$ cat config.mk
export PLATFORM = sky130hd
export DESIGN_NAME = sync_mod_updown_counter_flat
export DESIGN_NICKNAME = d
export VERILOG_FILES = /design/src/rtl/sync_mod_updown_counter_if.sv /design/src/rtl/sync_mod_updown_counter.sv /design/src/flat_wrapper.sv
export SDC_FILE = /design/constraint.sdc
export NUM_CORES = 1
export LEC_CHECK = 0
export ABC_AREA = 1
export ABC_CLOCK_PERIOD_IN_PS = 4070
export CAP_MARGIN = 20
export CORE_MARGIN = 1
export CORE_UTILIZATION = 32
export DETAILED_ROUTE_END_ITERATION = 10
export GPL_TIMING_DRIVEN = 0
export HOLD_SLACK_MARGIN = 0.06
export PLACE_DENSITY = 0.73
export SLEW_MARGIN = 20
export SYNTH_ARGS = -nofsm -noshare
export SYNTH_HDL_FRONTEND = slang
export SYNTH_SLANG_ARGS = --single-unit
$ cat constraint.sdc
create_clock -name clk -period 4.07 [get_ports clk]
set_clock_uncertainty 0.1 [all_clocks]
set_input_delay 1.0175 -clock clk [delete_from_list [all_inputs] [get_ports clk]]
set_output_delay 1.0175 -clock clk [all_outputs]
set_load 0.02 [all_outputs]
$ cat src/rtl/sync_mod_updown_counter_if.sv
// Control/status bundle for sync_mod_updown_counter.
// The master drives the count controls; the counter (slave) returns count and status.
interface sync_mod_updown_counter_if #(
   parameter int unsigned WIDTH = 4
);
   logic             en;
   logic             up_dn;
   logic             load;
   logic [WIDTH-1:0] load_val;
   logic [WIDTH-1:0] q;
   logic             tc;
   logic             wrap;
   logic             ld_err;
   logic             done;

   modport master (
      output en, up_dn, load, load_val,
      input  q, tc, wrap, ld_err, done
   );

   modport slave (
      input  en, up_dn, load, load_val,
      output q, tc, wrap, ld_err, done
   );
endinterface

$ cat src/rtl/sync_mod_updown_counter.sv
// Parametrised synchronous modulo-MOD up/down counter with load, terminal count,
// wrap/load-error pulses and an optional one-shot (stop at bound) mode.
module sync_mod_updown_counter #(
   parameter int unsigned      WIDTH   = 4,
   parameter longint unsigned  MOD     = 10,
   parameter int unsigned      ONESHOT = 0
) (
   input logic                    clk,
   input logic                    rst_n,
   sync_mod_updown_counter_if.slave bus
);
   localparam int unsigned     CW       = WIDTH + 1;
   localparam logic [WIDTH-1:0] MAX_Q   = WIDTH'(MOD - 64'd1);
   localparam logic [CW-1:0]   MOD_EXT  = CW'(MOD);
   localparam logic [CW-1:0]   MAX_EXT  = CW'(MOD - 64'd1);
   localparam bit              ONE_SHOT = (ONESHOT != 0);

   if (WIDTH < 1 || WIDTH > 32 || MOD < 64'd2 || MOD > (64'd1 << WIDTH)) begin : g_bad_param
      $error("sync_mod_updown_counter: illegal WIDTH/MOD combination");
   end

   typedef enum logic {
      ST_RUN  = 1'b0,
      ST_DONE = 1'b1
   } state_t;

   state_t           state, state_nxt;
   logic [WIDTH-1:0] q_r, q_nxt;
   logic             wrap_r, wrap_nxt;
   logic             ld_err_r, ld_err_nxt;

   logic [CW-1:0]    q_ext;
   logic [CW-1:0]    lv_ext;
   logic             at_bound_c;
   logic             done_c;
   logic             tc_c;

   // Bound detection and terminal count, all at WIDTH+1 bits
   always_comb begin
      q_ext      = {1'b0, q_r};
      lv_ext     = {1'b0, bus.load_val};
      at_bound_c = bus.up_dn ? (q_ext == MAX_EXT) : (q_ext == '0);
      done_c     = ONE_SHOT && (state == ST_DONE);
      tc_c       = bus.en && !bus.load && at_bound_c && !done_c;
   end

   // State/count register
   always_ff @(posedge clk or negedge rst_n) begin
      if (!rst_n) begin
         state    <= ST_RUN;
         q_r      <= '0;
         wrap_r   <= 1'b0;
         ld_err_r <= 1'b0;
      end else begin
         state    <= state_nxt;
         q_r      <= q_nxt;
         wrap_r   <= wrap_nxt;
         ld_err_r <= ld_err_nxt;
      end
   end

   // Next-state: load > terminal count > ordinary count > hold
   always_comb begin
      state_nxt  = state;
      q_nxt      = q_r;
      wrap_nxt   = 1'b0;
      ld_err_nxt = 1'b0;

      if (bus.load) begin
         state_nxt = ST_RUN;
         if (lv_ext < MOD_EXT) begin
            q_nxt = bus.load_val;
         end else begin
            q_nxt      = MAX_Q;
            ld_err_nxt = 1'b1;
         end
      end else if (tc_c) begin
         if (ONE_SHOT) begin
            state_nxt = ST_DONE;
         end else begin
            q_nxt    = bus.up_dn ? '0 : MAX_Q;
            wrap_nxt = 1'b1;
         end
      end else if (bus.en && !done_c) begin
         q_nxt = bus.up_dn ? WIDTH'(q_ext + CW'(1)) : WIDTH'(q_ext - CW'(1));
      end
   end

   assign bus.q      = q_r;
   assign bus.tc     = tc_c;
   assign bus.wrap   = wrap_r;
   assign bus.ld_err = ld_err_r;
   assign bus.done   = done_c;
endmodule
$ cat src/flat_wrapper.sv
// flat-port wrapper written by rule: the top's interface ports become plain ports
module sync_mod_updown_counter_flat 
#(
   parameter int unsigned      WIDTH   = 4,
   parameter longint unsigned  MOD     = 10,
   parameter int unsigned      ONESHOT = 0
)
  (clk, rst_n, bus_en, bus_up_dn, bus_load, bus_load_val, bus_q, bus_tc, bus_wrap, bus_ld_err, bus_done);
  sync_mod_updown_counter_if #(.WIDTH(WIDTH)) bus_i ();
  input logic clk;
  input logic rst_n;
  input wire logic [$bits(bus_i.en)-1:0] bus_en;
  input wire logic [$bits(bus_i.up_dn)-1:0] bus_up_dn;
  input wire logic [$bits(bus_i.load)-1:0] bus_load;
  input wire logic [$bits(bus_i.load_val)-1:0] bus_load_val;
  output wire logic [$bits(bus_i.q)-1:0] bus_q;
  output wire logic [$bits(bus_i.tc)-1:0] bus_tc;
  output wire logic [$bits(bus_i.wrap)-1:0] bus_wrap;
  output wire logic [$bits(bus_i.ld_err)-1:0] bus_ld_err;
  output wire logic [$bits(bus_i.done)-1:0] bus_done;
  assign bus_i.en = bus_en;
  assign bus_i.up_dn = bus_up_dn;
  assign bus_i.load = bus_load;
  assign bus_i.load_val = bus_load_val;
  assign bus_q = bus_i.q;
  assign bus_tc = bus_i.tc;
  assign bus_wrap = bus_i.wrap;
  assign bus_ld_err = bus_i.ld_err;
  assign bus_done = bus_i.done;
  sync_mod_updown_counter #(.WIDTH(WIDTH), .MOD(MOD), .ONESHOT(ONESHOT)) u_core (.clk(clk), .rst_n(rst_n), .bus(bus_i));
endmodule
Yosys cells after proc, flatten, opt, wreduce, memory -nomap -nowiden

Index checks and enable logic that the tools add are counted.

Logic and storage cells: 23
Memory bits (read-only): 0
Bits in registers: 6
Latch bits: 0
Memories: 0
Output and inout bits: 8
RAM bits: 0

Shifts and indexed selects: 0
Div/mod/pow operators: 0
Order comparisons: 1
Eq/ne operators: 1
Bitwise gates (word level): 0
Mux-type cells: 11
$add $sub $neg: 2
Reduce and logical (&&, ||, !) cells: 5
$mul: 0

Operators by type and width:

| operator                                                            | count |
|---|---|
| 4-bit two-way mux                                                   | 6 |
| 1-bit two-way mux                                                   | 5 |
| 4-bit by 1-bit adder with 4-bit output (second input constant)      | 1 |
| 4-bit == test (second input constant)                               | 1 |
| 4-bit zero test                                                     | 1 |
| 4-bit < comparator (second input constant)                          | 1 |
| 4-bit by 1-bit subtractor with 4-bit output (second input constant) | 1 |
| 3-bit nonzero test                                                  | 1 |
| 1-bit logical AND                                                   | 2 |
| 1-bit zero test                                                     | 1 |

Depth between registers and ports, before layout

Depth after elaboration: 5
Mapped depth: 9
Mapped depth without buffers: 9

Least setup slack after synthesis

No wires, ideal clock.

Path type: input to output
Start: in bus_load
End: out bus_tc
Stages on the path: 6
Data required time: 2.953 ns
Arrival: 1.575 ns
Slack: 1.377 ns
Cell sequence: buf_6 > inv_1 > nand2_1 > nor2_2 > nand2_2 > inv_1

Word-level cells in the longest chain between the ends: 3

RTL lines:

| what                           | RTL line                      | RTL |
|---|---|---|
| start, declared                | flat_wrapper.sv:14            | `input wire logic [$bits(bus_i.load)-1:0] bus_load;` |
| 1-bit zero test                | sync_mod_updown_counter.sv:44 | `tc_c = bus.en && !bus.load && at_bound_c && !done_c;` |
| 1-bit logical AND (2 in a row) | sync_mod_updown_counter.sv:44 |  |
| end, declared                  | flat_wrapper.sv:17            | `output wire logic [$bits(bus_i.tc)-1:0] bus_tc;` |

Every way passes these cells.

Final worst setup path

Start: in bus_up_dn
End: out bus_tc

Word-level cells in the longest chain between the ends: 2

RTL lines:

| what              | RTL line                      | RTL |
|---|---|---|
| start, declared   | flat_wrapper.sv:13            | `input wire logic [$bits(bus_i.up_dn)-1:0] bus_up_dn;` |
| 1-bit two-way mux | sync_mod_updown_counter.sv:42 | `at_bound_c = bus.up_dn ? (q_ext == MAX_EXT) : (q_ext == '0);` |
| 1-bit logical AND | sync_mod_updown_counter.sv:44 |  |

Every way passes these cells.

==> impl_metrics.toml <==
[setup_path]
rrSetupSlack_ns = 2.47
cpMaxStageDelayCell = "clkdlybuf4s50_1"
cp-endpoint = "bus_tc"
startpoint_type = "input pin"
r2r-end = "u_core.bus.q[2]$_DFFE_PN0P_"
critPathLaunch = "bus_up_dn"
r2r_cells = 6
crit_fanout = 5
endpoint_kind = "output port"
critical_path_class = "in2out"
cp.required_ns = 2.95
crit_chain = "clkdlybuf4s50_1 > inv_1 > nand2_1 > nand2_1 > nor2_2 > nand2_2 > inv_1 > clkdlybuf4s50_1"
slowest_delay_ns = 0.59
worstPathArrival_ns = 2.64
r2r-start = "u_core.bus.q[0]$_DFFE_PN0P_"

[clock_network]
numCtsBuffers = 3
hold_buffers = 0
cts_setup_buffers = 0
cts_resized = 0
clk_pin_slew_ns = 0.04
clock-root-buffer = "clkbuf_4"
clkSinkCount = 6
clk_latency_ns = 0.24
clockBufferDepth = 2
h-tree-depth = 1
cts_tree = "yes"

[global_route]
grt_max_degree = 9
antenna_found_initial = 0
grt_pass1_vias = 381
gr-usage-all-layers_pct = 14.4
grt_first_pass_wirelength_um = 1550
grt_overflow = 0

[synth]
ys_ff_latch = 6
yosysTopAreaCellShare_pct = 31.8
syn_avg_cell_area_um2 = 7.04
yosys-top-cells-count = "nand2_1, inv_1, nor2_1, dfrtp_1, nand3_1"
syn_nets = 79
syn_area_um2 = 472
yosysSeqAreaShare_pct = 31.8
synth_edf_count = 0
synth_cells = 67
synth_top_area_cell = "dfrtp_1"
yosys_warnings = 0
ys.flop_type = "dfrtp_1"
post-synth-top-count-cell = "nand2_1"
netlist_top_cells_area = "dfrtp_1, nand2_1, inv_1, nor2_1, ha_1"
async_flop_share_pct = 100
synth_cell_type_count = 21

[die]
die_x_um = 40.4
core_area_um2 = 1330
die_h_um = 40.4
dieArea_um2 = 1630
row_count = 13
start_util_pct = 35.4
pin_count = 17

[sta]
min_period_ns = 3.76
rsz0062_at_grt = "no"
setup_viol = 0
slew_viol_final = 0
finalSetupTns_ns = 0
finalCritPeriodShare_pct = 92.4
max_freq_mhz = 266
whs_ns = 0.518
hold_viol = 0

[detailed_routing]
wl_um = 939
vias_per_cell = 4.61
drtIter0Drc = 8
first_pass_iters = 4
ant_nets = 0
wl_per_cell_um = 9.48
vias = 456
drc = 0

[placed_design]
place_congestion = 0.762
place_hpwl_um = 786
io_buffer_count = 14

[power_and_ir_drop]
leakagePower_nw = 0.345
ir_drop_v = 0.000123
power_density_nw_per_um2 = 362

[layout]
fin_util_pct = 49.0
diodes = 0
num-fill-cells = 140
drive_gt1_share_pct = 13.1
nets = 98
area_growth_pct = 38.5

[outcome]
outcome = "finished, final reports clean"

[worst_hold_path]
hold_class = "reg2reg"

[job]
max_cap_viol_count = 0
-- critical path, delay by kind of cell --
family	cells	cell delay (ns)
simple gates	4	0.32
buf+inv	4	1.30
-- per-layer routing --
metal / track usage, % / part of all wire (%)
met2: 24.2 / 49
met5: 0 / 0
met1: 17.8 / 46
met4: 10.0 / 1.7
met3: 0 / 3.7
-- kinds of logic after synthesis --
logic type / after synthesis / share of synthesized area, %
adder cells (fa/ha/maj): 3 / 9.55
flip-flops: 6 / 31.8
buffers and inverters: 14 / 13.5
XOR/XNOR: 1 / 1.86
AND/OR/NAND/NOR: 34 / 29.7
other: 1 / 0.795
AO/OA/AOI/OAI: 8 / 12.7
-- where the power goes --
part | total, mW | internal (mW) | switching (mW)
combinational | 0.103 | 0.0487 | 0.0539
sequential | 0.0801 | 0.0682 | 0.0119
clock | 0.0538 | 0.0333 | 0.0205
-- sequential cells by signal, summed over array words and instances, names as in the netlist --
signal             count
u_core.bus.ld_err      1
u_core.bus.wrap        1
u_core.bus.q           4
-- per-stage QoR --
step	power (mW)	cell area (µm²)	instances	setup slack (ns)
floorplan	0.146	472	67	1.38
global placement	0.182	631	96	0.290
detailed placement	0.184	631	96	0.295
CTS	0.239	653	99	0.295
global route	0.257	653	99	0.167
finish	0.237	653	99	0.309
-- layout make-up --
cell class,count,area (µm²),area share (%)
multi-input combinational,47,258,39.5
sequential,6,150,23.0
timing repair buffer,14,140,21.5
inverter,12,45.0,6.90
clock buffer,3,22.5,3.45
buffer,2,18.8,2.87
tap,15,18.8,2.87
-- cell usage in the layout, fill, tap and decap left out --
cell type / Yosys / final
a21oi_2: 2 / 2
nand3_1: 4 / 4
xor2_1: 1 / 1
inv_2: 1 / 1
nand2_2: 1 / 1
nor2_2: 2 / 2
clkdlybuf4s50_1: 0 / 14
ha_1: 2 / 2
buf_6: 1 / 1
nand2_1: 18 / 18
o21a_1: 1 / 1
dfrtp_1: 6 / 6
buf_4: 1 / 1
a31oi_1: 1 / 1
a21oi_1: 1 / 1
o211ai_1: 1 / 1
clkbuf_4: 0 / 3
conb_1: 1 / 1
a21boi_0: 1 / 1
inv_1: 11 / 11
nor2_1: 9 / 9
a41oi_1: 1 / 1
fa_1: 1 / 1
-- worst min path at each step --
stage	startpoint	end	slack, ns	cells past startpoint
floorplan	u_core.bus.q[2]$_DFFE_PN0P_	u_core.bus.q[2]$_DFFE_PN0P_	0.57	2
global placement	u_core.bus.q[2]$_DFFE_PN0P_	u_core.bus.q[2]$_DFFE_PN0P_	0.50	2
detailed placement	u_core.bus.q[2]$_DFFE_PN0P_	u_core.bus.q[2]$_DFFE_PN0P_	0.51	2
CTS	u_core.bus.q[2]$_DFFE_PN0P_	u_core.bus.q[2]$_DFFE_PN0P_	0.52	2
global route	u_core.bus.q[2]$_DFFE_PN0P_	u_core.bus.q[2]$_DFFE_PN0P_	0.56	2
finish	u_core.bus.q[2]$_DFFE_PN0P_	u_core.bus.q[2]$_DFFE_PN0P_	0.52	2
No activity file was read; power rests on OpenSTA's default activity.
